<file path="config.mk">
export PLATFORM = sky130hd
export DESIGN_NAME = tmr_triplicator
export DESIGN_NICKNAME = d
export VERILOG_FILES = /design/src/rtl/tmr_triplicator.sv
export SDC_FILE = /design/constraint.sdc
export NUM_CORES = 1
export LEC_CHECK = 0
export CELL_PAD_IN_SITES_DETAIL_PLACEMENT = 0
export CELL_PAD_IN_SITES_GLOBAL_PLACEMENT = 1
export CORE_MARGIN = 10
export CORE_UTILIZATION = 29
export DETAILED_ROUTE_END_ITERATION = 8
export HOLD_SLACK_MARGIN = 0.08
export PLACE_DENSITY_LB_ADDON = 0.08
export SLEW_MARGIN = 5
export SYNTH_ARGS = -nofsm -noshare
export SYNTH_HDL_FRONTEND = slang
export SYNTH_SLANG_ARGS = --single-unit
export TNS_END_PERCENT = 30
</file>
<file path="constraint.sdc">
create_clock -name clk -period 1.9 [get_ports clk]
set_input_delay 0.285 -clock clk [delete_from_list [all_inputs] [get_ports clk]]
set_output_delay 0.285 -clock clk [all_outputs]
set_load 0.02 [all_outputs]
</file>
<file path="src/rtl/tmr_triplicator.sv">
// Triple-redundant register with a periodic majority-vote scrubber that repairs a diverged copy.
// Optional fault injection ports are compiled in with `define TMR_FAULT_INJECT_EN.
//
// state        | meaning
// -------------+-------------------------------------------------------------
// ST_IDLE      | accepting writes, scrub timer counting toward SCRUB_PERIOD-1
// ST_VOTE      | capture bitwise majority of A/B/C and whether any copy differs
// ST_WRITEBACK | repair all copies from the vote if a mismatch was captured
module tmr_triplicator #(
    parameter int WIDTH        = 8,
    parameter int SCRUB_PERIOD = 16
) (
    input  logic             clk,
    input  logic             rst_n,
    input  logic             in_valid,
    output logic             in_ready,
    input  logic [WIDTH-1:0] in_data,
`ifdef TMR_FAULT_INJECT_EN
    input  logic             inj_valid,
    input  logic [1:0]       inj_sel,
    input  logic [WIDTH-1:0] inj_mask,
`endif
    output logic [WIDTH-1:0] out_a,
    output logic [WIDTH-1:0] out_b,
    output logic [WIDTH-1:0] out_c,
    output logic             err_flag,
    output logic [7:0]       err_count
);

    typedef enum logic [1:0] {
        ST_IDLE      = 2'd0,
        ST_VOTE      = 2'd1,
        ST_WRITEBACK = 2'd2
    } state_t;

    localparam logic [7:0] TIMER_LAST = 8'(SCRUB_PERIOD - 1);

    state_t           r_state;
    state_t           w_state_nxt;
    logic [7:0]       r_timer;
    logic [WIDTH-1:0] r_copy_a;
    logic [WIDTH-1:0] r_copy_b;
    logic [WIDTH-1:0] r_copy_c;
    logic [WIDTH-1:0] r_voted;
    logic             r_mismatch;
    logic [7:0]       r_err_count;

    logic             w_accept;
    logic             w_correct;
    logic [WIDTH-1:0] w_voted;
    logic             w_mismatch;
    logic [WIDTH-1:0] w_copy_a_nxt;
    logic [WIDTH-1:0] w_copy_b_nxt;
    logic [WIDTH-1:0] w_copy_c_nxt;

    assign w_voted    = (r_copy_a & r_copy_b) | (r_copy_a & r_copy_c) | (r_copy_b & r_copy_c);
    assign w_mismatch = (r_copy_a != w_voted) || (r_copy_b != w_voted) || (r_copy_c != w_voted);

    always_ff @(posedge clk or negedge rst_n) begin
        if (!rst_n) begin
            r_state <= ST_IDLE;
        end else begin
            r_state <= w_state_nxt;
        end
    end

    // A pending write always wins over an expiring timer.
    always_comb begin
        w_state_nxt = r_state;
        in_ready    = 1'b0;
        w_accept    = 1'b0;
        w_correct   = 1'b0;
        case (r_state)
            ST_IDLE: begin
                in_ready = 1'b1;
                w_accept = in_valid;
                if (!in_valid && (r_timer == TIMER_LAST)) begin
                    w_state_nxt = ST_VOTE;
                end
            end
            ST_VOTE: begin
                w_state_nxt = ST_WRITEBACK;
            end
            ST_WRITEBACK: begin
                w_correct   = r_mismatch;
                w_state_nxt = ST_IDLE;
            end
            default: begin
                w_state_nxt = ST_IDLE;
            end
        endcase
    end

    always_ff @(posedge clk or negedge rst_n) begin
        if (!rst_n) begin
            r_timer <= 8'd0;
        end else if (r_state == ST_IDLE) begin
            r_timer <= w_accept ? 8'd0 : r_timer + 8'd1;
        end else if (r_state == ST_WRITEBACK) begin
            r_timer <= 8'd0;
        end
    end

    always_ff @(posedge clk or negedge rst_n) begin
        if (!rst_n) begin
            r_voted    <= '0;
            r_mismatch <= 1'b0;
        end else if (r_state == ST_VOTE) begin
            r_voted    <= w_voted;
            r_mismatch <= w_mismatch;
        end
    end

    // Writes and repairs overwrite all copies, so a coincident injection is dropped.
    always_comb begin
        w_copy_a_nxt = r_copy_a;
        w_copy_b_nxt = r_copy_b;
        w_copy_c_nxt = r_copy_c;
        if (w_accept) begin
            w_copy_a_nxt = in_data;
            w_copy_b_nxt = in_data;
            w_copy_c_nxt = in_data;
        end else if (w_correct) begin
            w_copy_a_nxt = r_voted;
            w_copy_b_nxt = r_voted;
            w_copy_c_nxt = r_voted;
`ifdef TMR_FAULT_INJECT_EN
        end else if (inj_valid) begin
            case (inj_sel)
                2'd0:    w_copy_a_nxt = r_copy_a ^ inj_mask;
                2'd1:    w_copy_b_nxt = r_copy_b ^ inj_mask;
                2'd2:    w_copy_c_nxt = r_copy_c ^ inj_mask;
                default: ;
            endcase
`endif
        end
    end

    always_ff @(posedge clk or negedge rst_n) begin
        if (!rst_n) begin
            r_copy_a <= '0;
            r_copy_b <= '0;
            r_copy_c <= '0;
        end else begin
            r_copy_a <= w_copy_a_nxt;
            r_copy_b <= w_copy_b_nxt;
            r_copy_c <= w_copy_c_nxt;
        end
    end

    always_ff @(posedge clk or negedge rst_n) begin
        if (!rst_n) begin
            r_err_count <= 8'd0;
        end else if (w_correct && (r_err_count != 8'hFF)) begin
            r_err_count <= r_err_count + 8'd1;
        end
    end

    assign out_a     = r_copy_a;
    assign out_b     = r_copy_b;
    assign out_c     = r_copy_c;
    assign err_flag  = w_correct;
    assign err_count = r_err_count;

endmodule
</file>
==> run_results.csv <==
group,metric,value,unit
cts,h-tree-depth,1,
place,place_inst,161,
critical_path,startpoint,"r_state[0]",
die,die_h,78.3,µm
die,initial_core_util,29.7,%
grt,grt_pass1_wl,3660,µm
sta,rsz0062_at_grt,"no",
cts,post_cts.repair.setup_buffers,0,
logic_synthesis,synthArstFlopShare,100,%
critical_path,worst_setup_path_start_kind,"register",
sta,final.min_clock_period,1.79,ns
drt,drcViolationCount,0,
critical_path,path_class,"reg2out",
sta,hold_viol,0,
sta,setup_tns,0,ns
cts,insertion_delay,0.29,ns
cells_and_area,final_util,38.7,%
sta,fmaxAchievable,558,MHz
drt,wl_per_cell,13.1,µm
die,io_pins,45,
cells_and_area,area_growth,30.0,%
sta,setup_viol,0,
power,pwr-share-seq,48.6,%
power,p_leak,0.547,nW
power,vdd_drop_max,0.240,mV
hold_path,hp-class,"in2async",
logic_synthesis,synthCells,95,
cts,post_cts_resized,0,
grt,grt_pass1_vias,747,
drt,vias_per_cell,4.28,
grt,use_met2,10.8,%
sta,slew_viol_final,0,
grt,met1_usage,8.57,%
place,pre_cts_ws,0.147,ns
sta,setup_ws,0.109,ns
sta,min_period_over_period,94.3,%
drt,ant_nets,0,
critical_path,crit_path_end_kind,"output port",
cells_and_area,final_cells,164,
cells_and_area,antennaDiodeCount,0,
cts,ctsHoldBuffers,0,
cts,cts_tree,"yes",
drt,wirelength,2150,µm
grt,grt_usage,7.08,%
grt,grt_overflow_total,0,
status,status,"finished, final reports clean",
cts,cts-root-buf,"clkbuf_4",
flow_run,drv_cap,0,
logic_synthesis,ys_seq_area_share,45.7,%
place,gp_congestion,0.699,
logic_synthesis,synth_cell_types,24,
power,netSwitchingFraction,30.5,%
drt,dr.pass1.iters,4,
critical_path,crit_fanout,6,
cts,clock_sinks,18,
cts,clk_pin_slew,0.10,ns
die,num_rows,21,
logic_synthesis,synth_area,985,µm²
cells_and_area,drive_gt1_share,15.3,%
die,dieArea,6130,µm²
place,port_buffers,35,
sta,finalClockSkew,0.00204,ns
die,coreArea,3310,µm²
cts,cts_inserted_buffers,3,
die,die_w,78.3,µm
power,pwr-share-comb,29.8,%
power,p_int,0.609,mW
grt,antenna_found_initial,0,
logic_synthesis,ys.flop_type,"dfrtp_1",
grt,met3_usage,3.53,%
cells_and_area,nets,132,
power,p_sw,0.267,mW
place,dpl.hpwl,1730,µm
logic_synthesis,ys_warn_count,0,
grt,grt_max_degree,19,
cts,clock_path_buffers,2,
power,clockPowerShare,21.7,%
logic_synthesis,avgSynthCellArea,10.4,µm²
critical_path,required,1.62,ns
logic_synthesis,ys_ff_latch,18,
logic_synthesis,synth-edff-count,0,
critical_path,crit_arrival,1.51,ns
critical_path,timing.rr.start,"r_state[0]",
drt,drt_iter0_drc,30,
grt,busiest_layer,"met2",
drt,via_count,702,
power,power.density,685,nW/µm²
==> sequential cells by signal, indices dropped and copies added (netlist names) <==
| register | cells |
|---|---|
| out_c | 8 |
| r_state | 2 |
| r_timer | 8 |
==> per-stage QoR <==
stage / total power [mW] / hold WS (ns) / area [µm²]
2_1_floorplan: 0.611 / -0.0106 / 1010
3_3_place_gp: 0.697 / 0.520 / 1260
3_5_place_dp: 0.699 / 0.524 / 1260
4_1_cts: 0.892 / 0.326 / 1280
5_1_grt: 0.922 / 0.342 / 1280
6_report: 0.876 / 0.322 / 1280
==> worst paths after layout <==
path / end / slack, ns / cells past startpoint
worst min-delay path: out_c[2] / 0.32 / 2
max in group asynchronous: r_timer[1] / 1.38 / 2
min in group clk: r_state[1] / 0.54 / 1
worst min register to register: r_state[1] / 0.54 / 1
worst max register to register: r_timer[7] / 0.35 / 3
worst max-delay path: in_ready / 0.11 / 2
==> worst max-delay path, stage by stage (launching register included) <==
cell and delay [ns]:
dfrtp_1 0.46, nor2_1 0.15, clkdlybuf4s50_1 0.62
==> Yosys cell counts (2+ instances only) <==
| library cell | count | area, µm² |
|---|---|---|
| buf_2 | 3 | 15.0 |
| o211ai_1 | 3 | 22.5 |
| or4_1 | 4 | 30.0 |
| a21oi_1 | 2 | 10.0 |
| nand2_1 | 6 | 22.5 |
| dfrtp_1 | 18 | 450 |
| mux2_2 | 8 | 90.1 |
| o21ai_0 | 4 | 20.0 |
| nand3_1 | 6 | 30.0 |
| inv_1 | 2 | 7.51 |
| buf_4 | 25 | 188 |
| nor2_1 | 2 | 7.51 |
==> area by class of cell <==
cell class	instances	area [µm²]
clock buffers	3	22.5
fillers	338	2030
inverters	2	7.51
multi-input cells	55	354
flip-flops and latches	18	450
well taps	46	57.6
repair buffers	40	388
==> cell families after synthesis <==
kind of cell    share of synthesized area [%]
compound gates                           6.99
fa+ha+maj                                1.27
buf+inv                                  21.3
flops                                    45.7
mux                                      9.15
other cells                             0.381
simple gates                             15.1
==> layout by cell type, fill, tap and decap left out <==
cell	n
a211oi_1	1
a21oi_1	2
a22o_1	1
and2_1	1
buf_4	5
clkbuf_4	3
clkdlybuf4s50_1	35
conb_1	9
dfrtp_1	18
ha_1	1
inv_1	2
mux2_2	8
nand2_1	6
nand2b_1	1
nand3_1	6
nand4_1	1
nor2_1	2
nor2b_1	1
nor3_2	1
nor4_1	1
o211ai_1	3
o21ai_0	4
or3_1	1
or3_4	1
or4_1	4
==> power groups by stage <==
stage	Combinational [mW]	Sequential [mW]	Clock, mW
global placement	0.264	0.432	0
finish	0.261	0.426	0.190
CTS	0.266	0.426	0.200
global route	0.278	0.432	0.212
detailed placement	0.265	0.434	0
floorplan	0.158	0.454	0
==> layer usage <==
layer,up-vias,part of all wire [%]
li1,344,-
met1,325,46
met2,31,43
met3,2,10
met4,0,0.51
met5,-,0
No activity file was read; power rests on OpenSTA's default activity.
